$ cat config.mk
export PLATFORM = sky130hd
export DESIGN_NAME = stop_watch_bcd_flat
export DESIGN_NICKNAME = d
export VERILOG_FILES = /design/src/rtl/stop_watch_bcd_pkg.sv /design/src/rtl/stop_watch_bcd_if.sv /design/src/rtl/stop_watch_bcd_digit_cnt.sv /design/src/rtl/stop_watch_bcd.sv /design/src/flat_wrapper.sv
export SDC_FILE = /design/constraint.sdc
export NUM_CORES = 1
export LEC_CHECK = 0
export BUFFER_PORTS_ARGS = -buffer_cell sky130_fd_sc_hd__buf_2
export CAP_MARGIN = 20
export CELL_PAD_IN_SITES_DETAIL_PLACEMENT = 1
export CELL_PAD_IN_SITES_GLOBAL_PLACEMENT = 2
export CORE_MARGIN = 4
export CORE_UTILIZATION = 40
export DETAILED_ROUTE_END_ITERATION = 10
export PLACE_DENSITY_LB_ADDON = 0.1
export SETUP_SLACK_MARGIN = 0.05
export SYNTH_ARGS = -nofsm -noshare
export SYNTH_HDL_FRONTEND = slang
export SYNTH_HIERARCHICAL = 1
export SYNTH_SLANG_ARGS = --single-unit
$ cat constraint.sdc
create_clock -name clk -period 6.25 [get_ports clk]
set_input_delay 0.625 -clock clk [delete_from_list [all_inputs] [get_ports clk]]
set_output_delay 0.625 -clock clk [all_outputs]
set_load 0.05 [all_outputs]
$ cat src/rtl/stop_watch_bcd_pkg.sv
`default_nettype none
// ============================================================================
// Package : stop_watch_pkg
// Shared BCD constants and the all-9s pattern helper for the stopwatch.
// Revision: 1.0 - initial release
// ============================================================================
package stop_watch_pkg;

    localparam int         BCD_W      = 4;
    localparam logic [3:0] BCD_MAX    = 4'd9;
    localparam int         MAX_DIGITS = 8;

    // Widest pattern is returned; callers slice off the digits they use.
    function automatic logic [BCD_W*MAX_DIGITS-1:0] all_nines(input int digits);
        logic [BCD_W*MAX_DIGITS-1:0] r;
        r = '0;
        for (int i = 0; i < MAX_DIGITS; i++) begin
            if (i < digits) begin
                r[i*BCD_W +: BCD_W] = BCD_MAX;
            end
        end
        return r;
    endfunction

endpackage
`default_nettype wire

$ cat src/rtl/stop_watch_bcd_if.sv
`default_nettype none
// ============================================================================
// Interface : stop_watch_bcd_if
// Control and display signals between button logic and the stopwatch core.
// Revision  : 1.0 - initial release
// ============================================================================
interface stop_watch_bcd_if
    import stop_watch_pkg::*;
#(
    parameter int DIGITS = 4
);
    logic                    go;
    logic                    clr;
    logic                    lap;
    logic [BCD_W*DIGITS-1:0] d;
    logic                    tick;
    logic                    ovf;
    logic                    held;

    modport master (output go, clr, lap, input  d, tick, ovf, held);
    modport slave  (input  go, clr, lap, output d, tick, ovf, held);
endinterface
`default_nettype wire

$ cat src/rtl/stop_watch_bcd_digit_cnt.sv
`default_nettype none
// ============================================================================
// Module  : bcd_digit_cnt
// One BCD digit 0..9 with synchronous clear and ripple carry out.
// Revision: 1.0 - initial release
// ============================================================================
module bcd_digit_cnt
    import stop_watch_pkg::*;
(
    input  wire logic             clk,
    input  wire logic             rst_n,
    input  wire logic             clr_i,
    input  wire logic             inc_i,
    output logic [BCD_W-1:0]      q_o,
    output logic                  carry_o
);
    logic [BCD_W-1:0] q_q;
    logic [BCD_W-1:0] q_d;

    always_comb begin
        q_d = q_q;
        if (clr_i) begin
            q_d = '0;
        end else if (inc_i) begin
            q_d = (q_q == BCD_MAX) ? '0 : q_q + 4'd1;
        end
    end

    always_ff @(posedge clk or negedge rst_n) begin
        if (!rst_n) begin
            q_q <= '0;
        end else begin
            q_q <= q_d;
        end
    end

    assign q_o     = q_q;
    assign carry_o = (q_q == BCD_MAX) && inc_i;
endmodule
`default_nettype wire

$ cat src/rtl/stop_watch_bcd.sv
`default_nettype none
// ============================================================================
// Module  : stop_watch_bcd
// Prescaled BCD stopwatch with wrap/saturate policy, sticky overflow and an
// optional lap-hold display enabled by STOP_WATCH_LAP_EN.
// Revision: 1.0 - initial release
// ============================================================================
module stop_watch_bcd
    import stop_watch_pkg::*;
#(
    parameter int DIGITS   = 4,
    parameter int TICK_DIV = 5_000_000,
    parameter int WRAP     = 1
)(
    input  wire logic          clk,
    input  wire logic          reset_n,
    stop_watch_bcd_if.slave    sw_io
);
    localparam int                          PW        = $clog2(TICK_DIV);
    localparam int                          W         = BCD_W*DIGITS;
    localparam logic [BCD_W*MAX_DIGITS-1:0] ALL9_FULL = all_nines(DIGITS);
    localparam logic [W-1:0]                ALL9      = ALL9_FULL[W-1:0];
    localparam logic [PW-1:0]               PRE_LAST  = PW'(TICK_DIV-1);

    logic [PW-1:0] pre_q, pre_d;
    logic          tick_q, tick_d;
    logic          ovf_q, ovf_d;
    logic [W-1:0]  cnt;
    logic [DIGITS:0] carry;
    logic          stopped, en, due, all9;
    logic          carry_out_unused;

    // Saturated counter stops the prescaler until cleared.
    assign stopped = (WRAP == 0) && ovf_q;
    assign en      = sw_io.go && !stopped;
    assign due     = en && (pre_q == PRE_LAST);
    assign all9    = (cnt == ALL9);

    assign carry[0] = due && !sw_io.clr && !((WRAP == 0) && all9);
    assign carry_out_unused = carry[DIGITS];

    generate
        for (genvar i = 0; i < DIGITS; i++) begin : g_digit
            bcd_digit_cnt u_digit (
                .clk     (clk),
                .rst_n   (reset_n),
                .clr_i   (sw_io.clr),
                .inc_i   (carry[i]),
                .q_o     (cnt[i*BCD_W +: BCD_W]),
                .carry_o (carry[i+1])
            );
        end
    endgenerate

    always_comb begin
        pre_d  = pre_q;
        ovf_d  = ovf_q;
        tick_d = 1'b0;
        if (sw_io.clr) begin
            pre_d = '0;
            ovf_d = 1'b0;
        end else begin
            if (due) begin
                pre_d = '0;
            end else if (en) begin
                pre_d = pre_q + 1'b1;
            end
            ovf_d  = ovf_q | (due && all9);
            tick_d = due;
        end
    end

    always_ff @(posedge clk or negedge reset_n) begin
        if (!reset_n) begin
            pre_q  <= '0;
            ovf_q  <= 1'b0;
            tick_q <= 1'b0;
        end else begin
            pre_q  <= pre_d;
            ovf_q  <= ovf_d;
            tick_q <= tick_d;
        end
    end

    assign sw_io.tick = tick_q;
    assign sw_io.ovf  = ovf_q;

`ifdef STOP_WATCH_LAP_EN
    logic [W-1:0] lap_q, lap_d;
    logic         held_q, held_d;

    // Capture uses the pre-increment count, so a coincident tick is not seen.
    always_comb begin
        lap_d  = lap_q;
        held_d = held_q;
        if (sw_io.clr) begin
            lap_d  = '0;
            held_d = 1'b0;
        end else if (sw_io.lap) begin
            if (!held_q) begin
                lap_d  = cnt;
                held_d = 1'b1;
            end else begin
                held_d = 1'b0;
            end
        end
    end

    always_ff @(posedge clk or negedge reset_n) begin
        if (!reset_n) begin
            lap_q  <= '0;
            held_q <= 1'b0;
        end else begin
            lap_q  <= lap_d;
            held_q <= held_d;
        end
    end

    assign sw_io.d    = held_q ? lap_q : cnt;
    assign sw_io.held = held_q;
`else
    logic lap_unused;
    assign lap_unused = sw_io.lap;
    assign sw_io.d    = cnt;
    assign sw_io.held = 1'b0;
`endif
endmodule
`default_nettype wire

$ cat src/flat_wrapper.sv
// flat-port wrapper written by rule: the top's interface ports become plain ports
module stop_watch_bcd_flat import stop_watch_pkg::*;
#(
    parameter int DIGITS   = 4,
    parameter int TICK_DIV = 5_000_000,
    parameter int WRAP     = 1
)
  (clk, reset_n, sw_io_go, sw_io_clr, sw_io_lap, sw_io_d, sw_io_tick, sw_io_ovf, sw_io_held);
  stop_watch_bcd_if #(.DIGITS(DIGITS)) sw_io_i ();
  input  wire logic clk;
  input  wire logic reset_n;
  input wire logic [$bits(sw_io_i.go)-1:0] sw_io_go;
  input wire logic [$bits(sw_io_i.clr)-1:0] sw_io_clr;
  input wire logic [$bits(sw_io_i.lap)-1:0] sw_io_lap;
  output wire logic [$bits(sw_io_i.d)-1:0] sw_io_d;
  output wire logic [$bits(sw_io_i.tick)-1:0] sw_io_tick;
  output wire logic [$bits(sw_io_i.ovf)-1:0] sw_io_ovf;
  output wire logic [$bits(sw_io_i.held)-1:0] sw_io_held;
  assign sw_io_i.go = sw_io_go;
  assign sw_io_i.clr = sw_io_clr;
  assign sw_io_i.lap = sw_io_lap;
  assign sw_io_d = sw_io_i.d;
  assign sw_io_tick = sw_io_i.tick;
  assign sw_io_ovf = sw_io_i.ovf;
  assign sw_io_held = sw_io_i.held;
  stop_watch_bcd #(.DIGITS(DIGITS), .TICK_DIV(TICK_DIV), .WRAP(WRAP)) u_core (.clk(clk), .reset_n(reset_n), .sw_io(sw_io_i));
endmodule
==> out/summary.txt <==
run status: finished clean
Core Area: 0.005642 mm2
WHS: 0.4667 ns
Hold-fix buffers, CTS: 0
Reg clk slew, reported paths: 0.09 ns
die footprint: 0.007268 mm2
Syn Std Cell Area: 0.002387 mm2
RSZ-0062 raised after global routing: false
clock skew: 0.01184 ns
Worst Hold Class: input port to async pin
DRT iter0 DRCs: 35
CTS tree: yes
clock share of power: 44.4%
Max IR drop VDD: 0.0001065 V
Die H: 85.26 um
Clock Path Buffers: 2
Mean Syn Cell Area: 9.289 um2
fin crit share: 63.32%
vias: 1,960
GR Util All Layers: 16.89%
Initial Util: 42.32%
Layout area overhead: 10.64%
root buffer cell: clkbuf_8
CP Data Arrival Time: 4.17 ns
vias in the first global route: 2,014
cell row count: 27
IO Port Bufs: 21
drt drc: 0
CP delay by family, top: simple AND/OR/NAND/NOR gates
P_sw: 0.1123 mW
diode count: 0
Post-Route WL: 5640 um
Critical Path RT: 6.46 ns
CP endpoint kind: flip-flop
Max Slew Vio Count: 0
Ports: 24
max frequency: 252.7 MHz
Lkg Pwr: 1.090 nW
DP Wirelength: 3870 um
H-tree depth: 2
most frequent cells in the layout: 41 x dfrtp_1, 32 x nand2_1, 26 x nor2_1
Die Wd: 85.26 um
CTS Buf Count: 5
internal power: 0.3988 mW
Tot Pwr: 0.5111 mW
Post-CTS Setup Inserts: 0
fillcell total: 671
Reg area: 0.001026 mm2
Crit-path slowest cell: or4b_4
nets: 293
global route overflow: 0
Net Count, Synth: 271
slew margin rel.: 36.71%
Syn Inst Count: 257
Placed Instances: 344
share of cells above drive strength 1: 16.07%
WS Path Type: flip-flop to flip-flop
antenna violations before repair: 0
first-pass GRT wire length: 9942 um
clock latency on the worst-skew pair: 0.30 ns
pwr dens: 193.5 mW/mm2
Ys Warns: 6
setup violators final: 0
Critical Path, Cell by Cell: or4b_4, nor3_2, nand3_1, nor2_1, inv_1, nor2_1, inv_1, nor2_1, inv_1, nor2_1, and4b_2, o21ai_0, a21oi_1
sequential fraction of design power: 52.3%
switch share: 21.97%
RePlAce Congestion: 0.7030
Gate power share: 3.3%
Finished Layout Cells: 352
max_cap viols: 0
Multi-input gate area: 0.001266 mm2
commonest non-fill, non-tap cell in the layout: dfrtp_1
clk sinks: 41
crit-path max cell delay: 0.52 ns
largest net degree at the start of global routing: 42
crit path max fanout: 7
antenna-violating nets left: 0
setup TNS: 0 ns
post-cts sizing count: 0
Tmin final: 3.957 ns
vias per inst: 5.568
DR WL/cell: 16.02 um
Final Hold Viols: 0
most used cell along the critical path: nor2_1
CP bufs+invs: 3
critical path startpoint category: flip-flop
Slew @ Worst Pin: 0.9493 ns
drt pass-1 iters: 4
-- worst paths after layout --
kind / end / from / cells after the start / slack [ns]
min in group clk: u_core/pre_q[18]$_DFFE_PN0P_ / u_core/pre_q[18]$_DFFE_PN0P_ / 1 / 0.57
setup reg to reg: u_core/g_digit[3].u_digit/q_o[3]$_DFFE_PN0P_ / u_core/pre_q[10]$_DFFE_PN0P_ / 13 / 2.29
max in group asynchronous: u_core/g_digit[2].u_digit/q_o[2]$_DFFE_PN0P_ / reset_n / 1 / 5.19
hold / removal: u_core/pre_q[16]$_DFFE_PN0P_ / reset_n / 1 / 0.47
setup / recovery: u_core/g_digit[3].u_digit/q_o[3]$_DFFE_PN0P_ / u_core/pre_q[10]$_DFFE_PN0P_ / 13 / 2.29
hold reg to reg: u_core/pre_q[18]$_DFFE_PN0P_ / u_core/pre_q[18]$_DFFE_PN0P_ / 1 / 0.57
-- final cells by class --
class                           count  area share, %
Clock inverter                      1          1.137
Multi-Input combinational cell    200          47.94
Sequential cell                    41          38.84
Tap cell                           72          3.411
Timing Repair Buffer               21          3.979
Inverter                           10          1.421
Clock buffer                        7          3.269
-- sequential cells by signal (all words and copies together) (netlist names) --
register / cells
u_core/pre_q: 23
u_core/sw_io.tick: 1
u_core/g_digit.u_digit/q_o: 16
u_core/sw_io.ovf: 1
-- worst register-to-register path: cells and delay by family (launching register included) --
kind / cells / cell delay [ns]
AO/OA/AOI/OAI: 2 / 0.21
flip-flops: 1 / 0.48
AND/OR/NAND/NOR: 8 / 2.75
buffers and inverters: 3 / 0.43
-- layer usage --
metal	part of all wire, %	GRT usage, %	up-vias	routed length, um
met3	2.7	3.204	8	155
met1	48	22.20	969	2734
met4	1.5	6.331	0	85
met5	0	0	-	0
met2	47	27.47	26	2665
li1	-	-	957	-
-- metrics by stage --
step	cell area, um2	setup slack, ns	util (%)
final	2641	2.293	46.82
after global routing	2641	1.853	46.82
after CTS	2641	2.237	46.82
after detailed placement	2525	2.278	44.75
after global placement	2525	2.286	44.75
after floorplan	2387	3.085	-
-- power by group through the flow --
stage | Sequential [mW] | Clock [mW] | Combinational [mW]
finish | 0.267 | 0.227 | 0.0169
global route | 0.267 | 0.245 | 0.0194
CTS | 0.267 | 0.236 | 0.0178
detailed placement | 0.272 | 0 | 0.0177
global placement | 0.272 | 0 | 0.0178
floorplan | 0.272 | 0 | 0.00956
Power figures use the tool's default switching activity.
